===== src/rtl/bcd_timer_ctrl.sv =====
// BCD timer run-control: IDLE/RUN/PAUSE/DONE FSM, prescaler and a DIGITS-wide
// decade counter cascade that counts up to a target or down to zero.
module bcd_timer_ctrl #(
   parameter int unsigned DIGITS   = 4,
   parameter int unsigned PRESCALE = 10
) (
   input  logic                clk,
   input  logic                reset_n,
   input  logic                start,
   input  logic                stop,
   input  logic                clear,
   input  logic                load,
   input  logic                mode,
   input  logic [4*DIGITS-1:0] target,
   output logic [4*DIGITS-1:0] count,
   output logic [1:0]          state,
   output logic                tick,
   output logic                done,
   output logic                wrap
);

   localparam int unsigned W  = 4 * DIGITS;
   localparam int unsigned PW = (PRESCALE > 1) ? $clog2(PRESCALE) : 1;
   localparam logic [PW-1:0] PMAX = PW'(PRESCALE - 1);

   typedef enum logic [1:0] {
      StIdle  = 2'd0,
      StRun   = 2'd1,
      StPause = 2'd2,
      StDone  = 2'd3
   } state_e;

   state_e        r_state, w_state_nx;
   logic [W-1:0]  r_count, w_count_nx;
   logic [PW-1:0] r_pre, w_pre_nx;
   logic          r_mode, w_mode_nx;
   logic          r_tick, w_tick_nx;
   logic          r_done, w_done_nx;
   logic          r_wrap, w_wrap_nx;

   logic [W-1:0]  w_tgt, w_inc, w_dec, w_upd, w_term_run, w_term_start;
   logic          w_all9;

   // Digits above 9 in the target are clamped to 9 for both load and compare.
   always_comb begin : sanitise
      w_tgt = '0;
      for (int i = 0; i < DIGITS; i++) begin
         w_tgt[4*i +: 4] = (target[4*i +: 4] > 4'd9) ? 4'd9 : target[4*i +: 4];
      end
   end

   always_comb begin : incdec
      logic       v_c;
      logic       v_b;
      logic [3:0] v_d;
      v_c   = 1'b1;
      v_b   = 1'b1;
      w_inc = r_count;
      w_dec = r_count;
      for (int i = 0; i < DIGITS; i++) begin
         v_d = r_count[4*i +: 4];
         if (v_c) w_inc[4*i +: 4] = (v_d == 4'd9) ? 4'd0 : v_d + 4'd1;
         if (v_b) w_dec[4*i +: 4] = (v_d == 4'd0) ? 4'd9 : v_d - 4'd1;
         v_c = v_c & (v_d == 4'd9);
         v_b = v_b & (v_d == 4'd0);
      end
      w_all9 = v_c;
   end

   assign w_upd        = r_mode ? w_dec : w_inc;
   assign w_term_run   = r_mode ? '0 : w_tgt;
   assign w_term_start = mode ? '0 : w_tgt;

   always_comb begin : next_state
      w_state_nx = r_state;
      w_count_nx = r_count;
      w_pre_nx   = r_pre;
      w_mode_nx  = r_mode;
      w_tick_nx  = 1'b0;
      w_done_nx  = 1'b0;
      w_wrap_nx  = 1'b0;
      if (clear) begin
         w_state_nx = StIdle;
         w_count_nx = '0;
         w_pre_nx   = '0;
      end else begin
         case (r_state)
            StIdle: begin
               if (!stop) begin
                  if (start) begin
                     w_mode_nx = mode;
                     w_pre_nx  = '0;
                     if (r_count == w_term_start) begin
                        w_state_nx = StDone;
                        w_done_nx  = 1'b1;
                     end else begin
                        w_state_nx = StRun;
                     end
                  end else if (load) begin
                     w_count_nx = mode ? w_tgt : '0;
                  end
               end
            end
            StRun: begin
               if (r_pre == PMAX) begin
                  w_pre_nx   = '0;
                  w_tick_nx  = 1'b1;
                  w_count_nx = w_upd;
                  w_wrap_nx  = ~r_mode & w_all9;
                  if (w_upd == w_term_run) begin
                     w_state_nx = StDone;
                     w_done_nx  = 1'b1;
                  end else if (stop) begin
                     w_state_nx = StPause;
                  end
               end else begin
                  // The stop cycle still counts as a RUN cycle; hold starts in PAUSE.
                  w_pre_nx = r_pre + 1'b1;
                  if (stop) w_state_nx = StPause;
               end
            end
            StPause: begin
               if (start && !stop) w_state_nx = StRun;
            end
            StDone: begin
            end
         endcase
      end
   end

   always_ff @(posedge clk or negedge reset_n) begin
      if (!reset_n) begin
         r_state <= StIdle;
         r_count <= '0;
         r_pre   <= '0;
         r_mode  <= 1'b0;
         r_tick  <= 1'b0;
         r_done  <= 1'b0;
         r_wrap  <= 1'b0;
      end else begin
         r_state <= w_state_nx;
         r_count <= w_count_nx;
         r_pre   <= w_pre_nx;
         r_mode  <= w_mode_nx;
         r_tick  <= w_tick_nx;
         r_done  <= w_done_nx;
         r_wrap  <= w_wrap_nx;
      end
   end

   assign count = r_count;
   assign state = r_state;
   assign tick  = r_tick;
   assign done  = r_done;
   assign wrap  = r_wrap;

endmodule


===== config.mk =====
export PLATFORM = sky130hd
export DESIGN_NAME = bcd_timer_ctrl
export DESIGN_NICKNAME = d
export VERILOG_FILES = /design/src/rtl/bcd_timer_ctrl.sv
export SDC_FILE = /design/constraint.sdc
export NUM_CORES = 1
export LEC_CHECK = 0
export CAP_MARGIN = 15
export CORE_MARGIN = 3
export CORE_UTILIZATION = 40
export DETAILED_ROUTE_END_ITERATION = 10
export PLACE_DENSITY = 0.57
export SLEW_MARGIN = 5
export SYNTH_ARGS = -nofsm -noshare
export SYNTH_HDL_FRONTEND = slang
export SYNTH_SLANG_ARGS = --single-unit
export TNS_END_PERCENT = 10

===== constraint.sdc =====
create_clock -name clk -period 6.4 [get_ports clk]
set_input_delay 0.96 -clock clk [delete_from_list [all_inputs] [get_ports clk]]
set_output_delay 0.96 -clock clk [all_outputs]
set_load 0.01 [all_outputs]

==> impl_results.md, run 1 <==
* Final setup vio count at 0
* Pwr/cell area at 379.2 nW/um^2
* Fin. Hold Viols at 0
* DRC at 0
* Worst Skew at 8.447 ps
* Hold buffers post-CTS at 0
* FF-to-FF path depth at 9
* Post-Syn Instances at 473
* Internal Power at 0.6724 mW
* Outcome: complete, no violations
* DP HPWL at 8.300 mm
* Maximum root-to-sink buffer count at 2
* Hold endpoint: r_pre[1]$_DFFE_PN0P_
* H-tree levels at 1
* Net Sw Frac at 0.5347
* Syn_area_per_cell at 7.105 um^2
* Synth cell types at 71
* Yosys warning total at 0
* Hold path startpoint: r_pre[1]$_DFFE_PN0P_
* Final period util at 0.5686
* Worst Path Class, Setup: flop to flop
* Quantity of gates resized following cts at 0
* Place WS at 2768 ps
* Max cap viols at 0
* Fraction of layout cells with a size suffix above 1 at 0.05428
* Met3 usage at 0.02656
* Post-synth ARST share at 1.000
* GR peak layer: met2
* Vias in the first global route at 3,430
* Initial antenna violation count at 0
* Clock Sinks at 26
* PortBufs at 43
* VDD IR-drop max at 0.0001591 V
* Wire per inst at 19.46 um
* FF-to-FF End: state[1]$_DFFE_PN0P_
* Reg clk slew, reported paths at 110 ps
* DR vias/cell at 6.349
* Slew HR at 0.2760
* Die ar. at 9537 um^2
* Core area at 7928 um^2
* Final nets at 508
* Worst slew pin tran at 1082 ps
* Met1 Resource Use GR at 0.3171
* RSZ-0062 raised after global routing: no
* Worst setup EP type: flop
* Num CTS Buffers at 3
* Startpoint Class: flop
* Slew Viols, Final at 0
* Pin count of the biggest net entering global routing at 30
* Worst-Skew Late Latency at 280 ps
* Crit Path Max Fanout at 23
* WHS Path Cells at 2
* LEAKAGE at 1.350 nW
* First-pass GRT wire length at 17.97 mm
* Fmax at 274.8 MHz
* Routed vias at 3,689
* Post-synthesis sequential area ratio at 0.1936
* CP arrival at 3850 ps
* Grt total ovfl at 0
* Antenna Nets Post-Route at 0
* N_diodes at 0
* Main flop type after synthesis: dfrtp_1
* Final setup TNS at 0 ps
* Met2 usage at 0.3653
* Die height at 97.66 um
* Crit path from: count[0]$_DFFE_PN0P_
* Tightest Hold Check Type: flop to flop
* Seq cells post-synth at 26
* CP Data Required Time at 6610 ps
* Layout Utilization at 0.4807
* Layout area overhead at 13.40%
* Gate power share at 0.682
* Ports at 44
* Row count at 32
* Clock root buffer: clkbuf_8
* Initial Util at 0.4239
* Routability cong. at 0.9646
* WL final at 11.31 mm
* RR Startpoint: count[0]$_DFFE_PN0P_
* Min setup slack post-route at 2761 ps
* Drt pass-1 iters at 5
* Post-layout min period at 3639 ps
* Max stage delay on crit path at 800 ps
* Worst path slowest cell: dfrtp_1
* Initial DRC count at 244
* Crit-path cells: and4bb_1 > nand3_1 > nor4_1 > o21ba_2 > xor2_1 > mux2_2 > a211o_1 > or4_1 > a31oi_1
* Post-Synthesis Cell Area at 3361 um^2
* Setup bufs post-CTS at 0
* Flop pwr share at 0.238
* Post-synth EDFFs at 0
* GRT Total Usage at 0.2286
* Worst R2R Setup Slack at 2760 ps
* Switch Pwr at 0.7726 mW
* CTS tree: built
* Die Wd at 97.66 um
* Synthesized net count at 501
* Clock network fraction of design power at 0.079
## metal layers
layer  wire [um]  vias to the layer above
li1            -                     1766
met1        5138                     1754
met3         688                       21
met2        5152                      148
met5           0                        -
met4         327                        0
## cell usage after synthesis (4+ instances only)
master	n	area share
nor3_1	18	0.027
nor2_1	61	0.068
xnor2_1	20	0.052
nand2_1	29	0.032
and3_1	4	0.0074
ha_1	5	0.019
xor2_1	4	0.010
a211o_1	4	0.010
a211oi_1	16	0.036
o22ai_1	6	0.011
nand3_1	9	0.013
nand4_1	11	0.020
buf_2	6	0.0089
nand2b_1	14	0.026
or3_1	4	0.0074
nand4b_1	5	0.013
o21ai_0	22	0.033
nor4_1	7	0.013
o32ai_1	5	0.013
nor2b_1	12	0.022
dfrtp_1	26	0.19
buf_1	4	0.0045
a21oi_1	35	0.052
a31oi_1	9	0.017
nor3b_1	6	0.013
o211ai_1	5	0.011
or2_2	4	0.0074
clkbuf_1	32	0.036
inv_1	15	0.017
mux2i_1	5	0.015
a22oi_1	9	0.020
## power groups by stage
stage | logic [mW] | registers [mW] | clock network [mW]
final | 0.986 | 0.344 | 0.115
after global routing | 1.08 | 0.357 | 0.123
after global placement | 0.966 | 0.342 | 0
after floorplan | 0.791 | 0.243 | 0
after CTS | 0.973 | 0.340 | 0.118
after detailed placement | 0.966 | 0.344 | 0
## critical path, delay by kind of cell, from the launching register on
family          cells  cell delay (ps)
flops               1              800
simple gates        4             1580
xor+xnor            1              190
mux                 1              370
compound gates      3              620
## layout make-up
type | count | area (um^2)
clock buffers | 4 | 55.05
fillers | 820 | 4116
inverters | 16 | 60.06
multi-input cells | 385 | 2450
flip-flops and latches | 26 | 650.6
well taps | 102 | 127.6
repair buffers | 48 | 467.9
## flip-flops by register name, indices dropped and copies added (netlist names)
signal / cells
count: 16
done: 1
r_mode: 1
r_pre: 4
state: 2
tick: 1
wrap: 1
## cells by family after synthesis
logic type	count (synthesis)	synth area share
muxes	7	0.02159
and+or+nand+nor	206	0.3373
adders and majority gates	5	0.01862
buffers and inverters	62	0.07855
AOI/OAI and AO/OA	143	0.2878
xor gates and xnor gates	24	0.06255
DFF	26	0.1936
## per-stage QoR
stage,area [um^2],instances,hold WS (ps),power [mW]
3_3_place_gp,3756,577,523.7,1.307
4_1_cts,3811,581,557.9,1.431
2_1_floorplan,3361,473,494.5,1.033
3_5_place_dp,3756,577,535.3,1.310
5_1_grt,3811,581,575.8,1.560
6_report,3811,581,554.8,1.445
## placed cells by master, fill, tap and decap left out, types with 11 or more instances in the layout
master           count
a211oi_1            16
a21oi_1             34
clkdlybuf4s50_1     43
dfrtp_1             26
inv_1               15
nand2_1             29
nand2b_1            14
nand4_1             11
nor2_1              61
nor2b_1             12
nor3_1              18
o21ai_0             22
xnor2_1             20
## how the worst max path moves through the flow
| stage | to | slack [ps] | depth (start not counted) |
|---|---|---|---|
| after floorplan | state[1]$_DFFE_PN0P_ | 3440 | 10 |
| after global placement | state[0]$_DFFE_PN0P_ | 2770 | 10 |
| after detailed placement | state[1]$_DFFE_PN0P_ | 2770 | 9 |
| after CTS | state[1]$_DFFE_PN0P_ | 2760 | 9 |
| after global routing | state[1]$_DFFE_PN0P_ | 2500 | 9 |
| final | state[1]$_DFFE_PN0P_ | 2760 | 9 |
(Power assumes the default switching activity.)
==> run 2, diff against run 1 <==
Clock period 6.4 ns to 3.6 ns, I/O delays scaled along.
==> impl_results.md, run 2 (synthesis results as in run 1) <==
* Outcome: complete, no violations
* Clock network fraction of design power at 0.068 (-0.011)
* Gate power share at 0.758 (+0.076)
* Routed vias at 3,748 (+1.6%)
* GRT Total Usage at 0.2416 (+0.01297)
* Clock root buffer: clkbuf_8
* Fin. Hold Viols at 0 (unchanged)
* Worst R2R Setup Slack at 340 ps (-2420 ps)
* FF-to-FF End: state[1]$_DFFE_PN0P_
* Layout Cell Area excl Fill at 3948 um^2 (+3.6%)
* Placed Area at 3906 um^2 (+4.0%)
* First-pass GRT wire length at 18.84 mm (+4.8%)
* Drt pass-1 iters at 5 (unchanged)
* DR vias/cell at 6.247 (-1.6%)
* CTS tree: built
* Top layer in use: met4
* Worst-Skew Late Latency at 280 ps (about the same)
* Switch Pwr at 1.404 mW (+82%)
* Flop pwr share at 0.174 (-0.064)
* Final setup vio count at 0 (unchanged)
* Final period util at 0.9053 (+0.3367)
* Max cap viols at 0 (unchanged)
* Ports at 44 (unchanged)
* Clock Sinks at 26 (unchanged)
* Leading cell type in the layout, fill and taps excluded: nor2_1
* PortBufs at 43 (unchanged)
* Slew Viols, Final at 0 (unchanged)
* CP endpoint: state[1]$_DFFE_PN0P_
* Core area at 7928 um^2 (unchanged)
* Post-layout min period at 3259 ps (-380.0 ps)
* DP HPWL at 8.809 mm (+6.1%)
* Slew HR at 0.4521 (+0.1761)
* Die ar. at 9537 um^2 (unchanged)
* Routability cong. at 0.9234 (-4.3%)
* Grt total ovfl at 0 (unchanged)
* Tightest Hold Check Type: flop to flop
* Row count at 32 (unchanged)
* Layout area overhead at 17.46%
* Worst Path Class, Setup: flop to flop
* CP arrival at 3470 ps (-380 ps)
* Place WS at 344.3 ps (-2423 ps)
* Hold buffers post-CTS at 0 (unchanged)
* DRC at 0 (unchanged)
* Internal Power at 1.252 mW (+86%)
* Final setup TNS at 0 ps (unchanged)
* Final nets at 528 (+3.9%)
* Antenna Nets Post-Route at 0 (unchanged)
* Worst slew pin tran at 819.3 ps (-262.8 ps)
* Wire per inst at 19.81 um (+1.8%)
* Maximum root-to-sink buffer count at 2 (unchanged)
* Fraction of layout cells with a size suffix above 1 at 0.09036 (+0.03608)
* Reg clk slew, reported paths at 100 ps (about the same)
* Fillers at 815 (-0.61%)
* Most frequent cells in the layout: nor2_1 (61), clkdlybuf4s50_1 (43), a21oi_1 (34), nand2_1 (29), dfrtp_1 (26)
* H-tree levels at 1 (unchanged)
* WL final at 11.88 mm (+5.1%)
* Quantity of gates resized following cts at 0 (unchanged)
* FF-to-FF path depth at 9 (unchanged)
* Metal3 WL at 743 um (+8.0%)
* Startpoint Class: flop
* CP Data Required Time at 3810 ps (-2800 ps)
* Die Wd at 97.66 um (unchanged)
* Setup bufs post-CTS at 0 (unchanged)
* Vias in the first global route at 3,456 (+0.76%)
* Net Sw Frac at 0.5287 (-0.005982)
* Crit path from: count[0]$_DFFE_PN0P_
* Die height at 97.66 um (unchanged)
* Num CTS Buffers at 3 (unchanged)
* Fmax at 306.9 MHz (+12%)
* Initial antenna violation count at 0 (unchanged)
* RSZ-0062 raised after global routing: no
* VDD IR-drop max at 0.0003098 V (+95%)
* Initial Util at 0.4239 (unchanged)
* Initial DRC count at 354 (+45%)
* Largest register FFs at 16 (unchanged)
* Min setup slack post-route at 341.1 ps (-2420 ps)
* LEAKAGE at 1.447 nW (+7.1%)
* Metal-1 WL at 5.547 mm (+8.0%)
* Pin count of the biggest net entering global routing at 33 (+10%)
* Pwr/cell area at 672.8 nW/um^2 (+77%)
* Worst Skew at 3.729 ps (-4.718 ps)
* N_diodes at 0 (unchanged)
* RR Startpoint: count[0]$_DFFE_PN0P_
* Worst setup EP type: flop
* Crit Path Max Fanout at 5 (-78%)
* Met2 WL at 5.334 mm (+3.5%)
-- run 2: cell count changes in the layout (fill, tap and decap cells not counted), sizes merged --
cell / change
clkbuf: -1
buf: +20
-- run 2: how the worst min path moves through the flow --
stage | depth (start not counted) | from | end | slack, ps
2_1_floorplan | 0 | reset_n | count[0]$_DFFE_PN0P_ | 240
3_3_place_gp | 2 | r_pre[3]$_DFFE_PN0P_ | r_pre[3]$_DFFE_PN0P_ | 520
6_report | 2 | r_pre[3]$_DFFE_PN0P_ | r_pre[3]$_DFFE_PN0P_ | 540
5_1_grt | 1 | r_pre[0]$_DFFE_PN0P_ | r_pre[0]$_DFFE_PN0P_ | 570
4_1_cts | 2 | r_pre[3]$_DFFE_PN0P_ | r_pre[3]$_DFFE_PN0P_ | 550
3_5_place_dp | 2 | r_pre[3]$_DFFE_PN0P_ | r_pre[3]$_DFFE_PN0P_ | 520
-- run 2: area by class of cell --
cell class	count	area, um^2	share of cell area
Inverter	16	60.06	0.01521
Sequential cell	26	650.6	0.1648
Tap cell	102	127.6	0.03233
Multi-Input combinational cell	385	2450	0.6206
Timing Repair Buffer	68	618.1	0.1566
Clock buffer	3	41.29	0.01046
-- run 2: stage by stage --
stage | total power, mW | utilization | std cells | hold slack (ps)
2_1_floorplan | 1.837 | - | 473 | 244.4
3_3_place_gp | 2.438 | 0.4927 | 597 | 519.2
3_5_place_dp | 2.438 | 0.4927 | 597 | 524.9
4_1_cts | 2.631 | 0.4979 | 600 | 550.8
5_1_grt | 2.862 | 0.4979 | 600 | 572.1
6_report | 2.656 | 0.4979 | 600 | 537.9
-- run 2: power groups by stage --
| stage | Sequential, mW | Clock (mW) | Combinational [mW] |
|---|---|---|---|
| floorplan | 0.431 | 0 | 1.41 |
| global placement | 0.464 | 0 | 1.97 |
| detailed placement | 0.466 | 0 | 1.97 |
| CTS | 0.461 | 0.188 | 1.98 |
| global route | 0.471 | 0.199 | 2.19 |
| finish | 0.463 | 0.181 | 2.01 |
-- run 2: critical path: stages (launching register included) --
cell and delay, ps:
dfrtp_1 440, or4_1 590, nor2_2 210, a21oi_1 100, a311o_1 390, a211o_1 330
a21boi_1 180, nand4b_1 220, or4_1 570, a31oi_1 170
-- run 2: metal layers --
| metal | up-vias | global-route usage |
|---|---|---|
| li1 | 1808 | - |
| met1 | 1786 | 0.3510 |
| met2 | 138 | 0.3716 |
| met3 | 16 | 0.03661 |
| met4 | 0 | 0.06177 |
| met5 | - | 0 |
==> run 3, diff against run 2 <==
Settings changed: ABC_CLOCK_PERIOD_IN_PS from default to 3600.
==> results of run 3 <==
The final DEF is identical to that of run 2; final timing and power are the same.
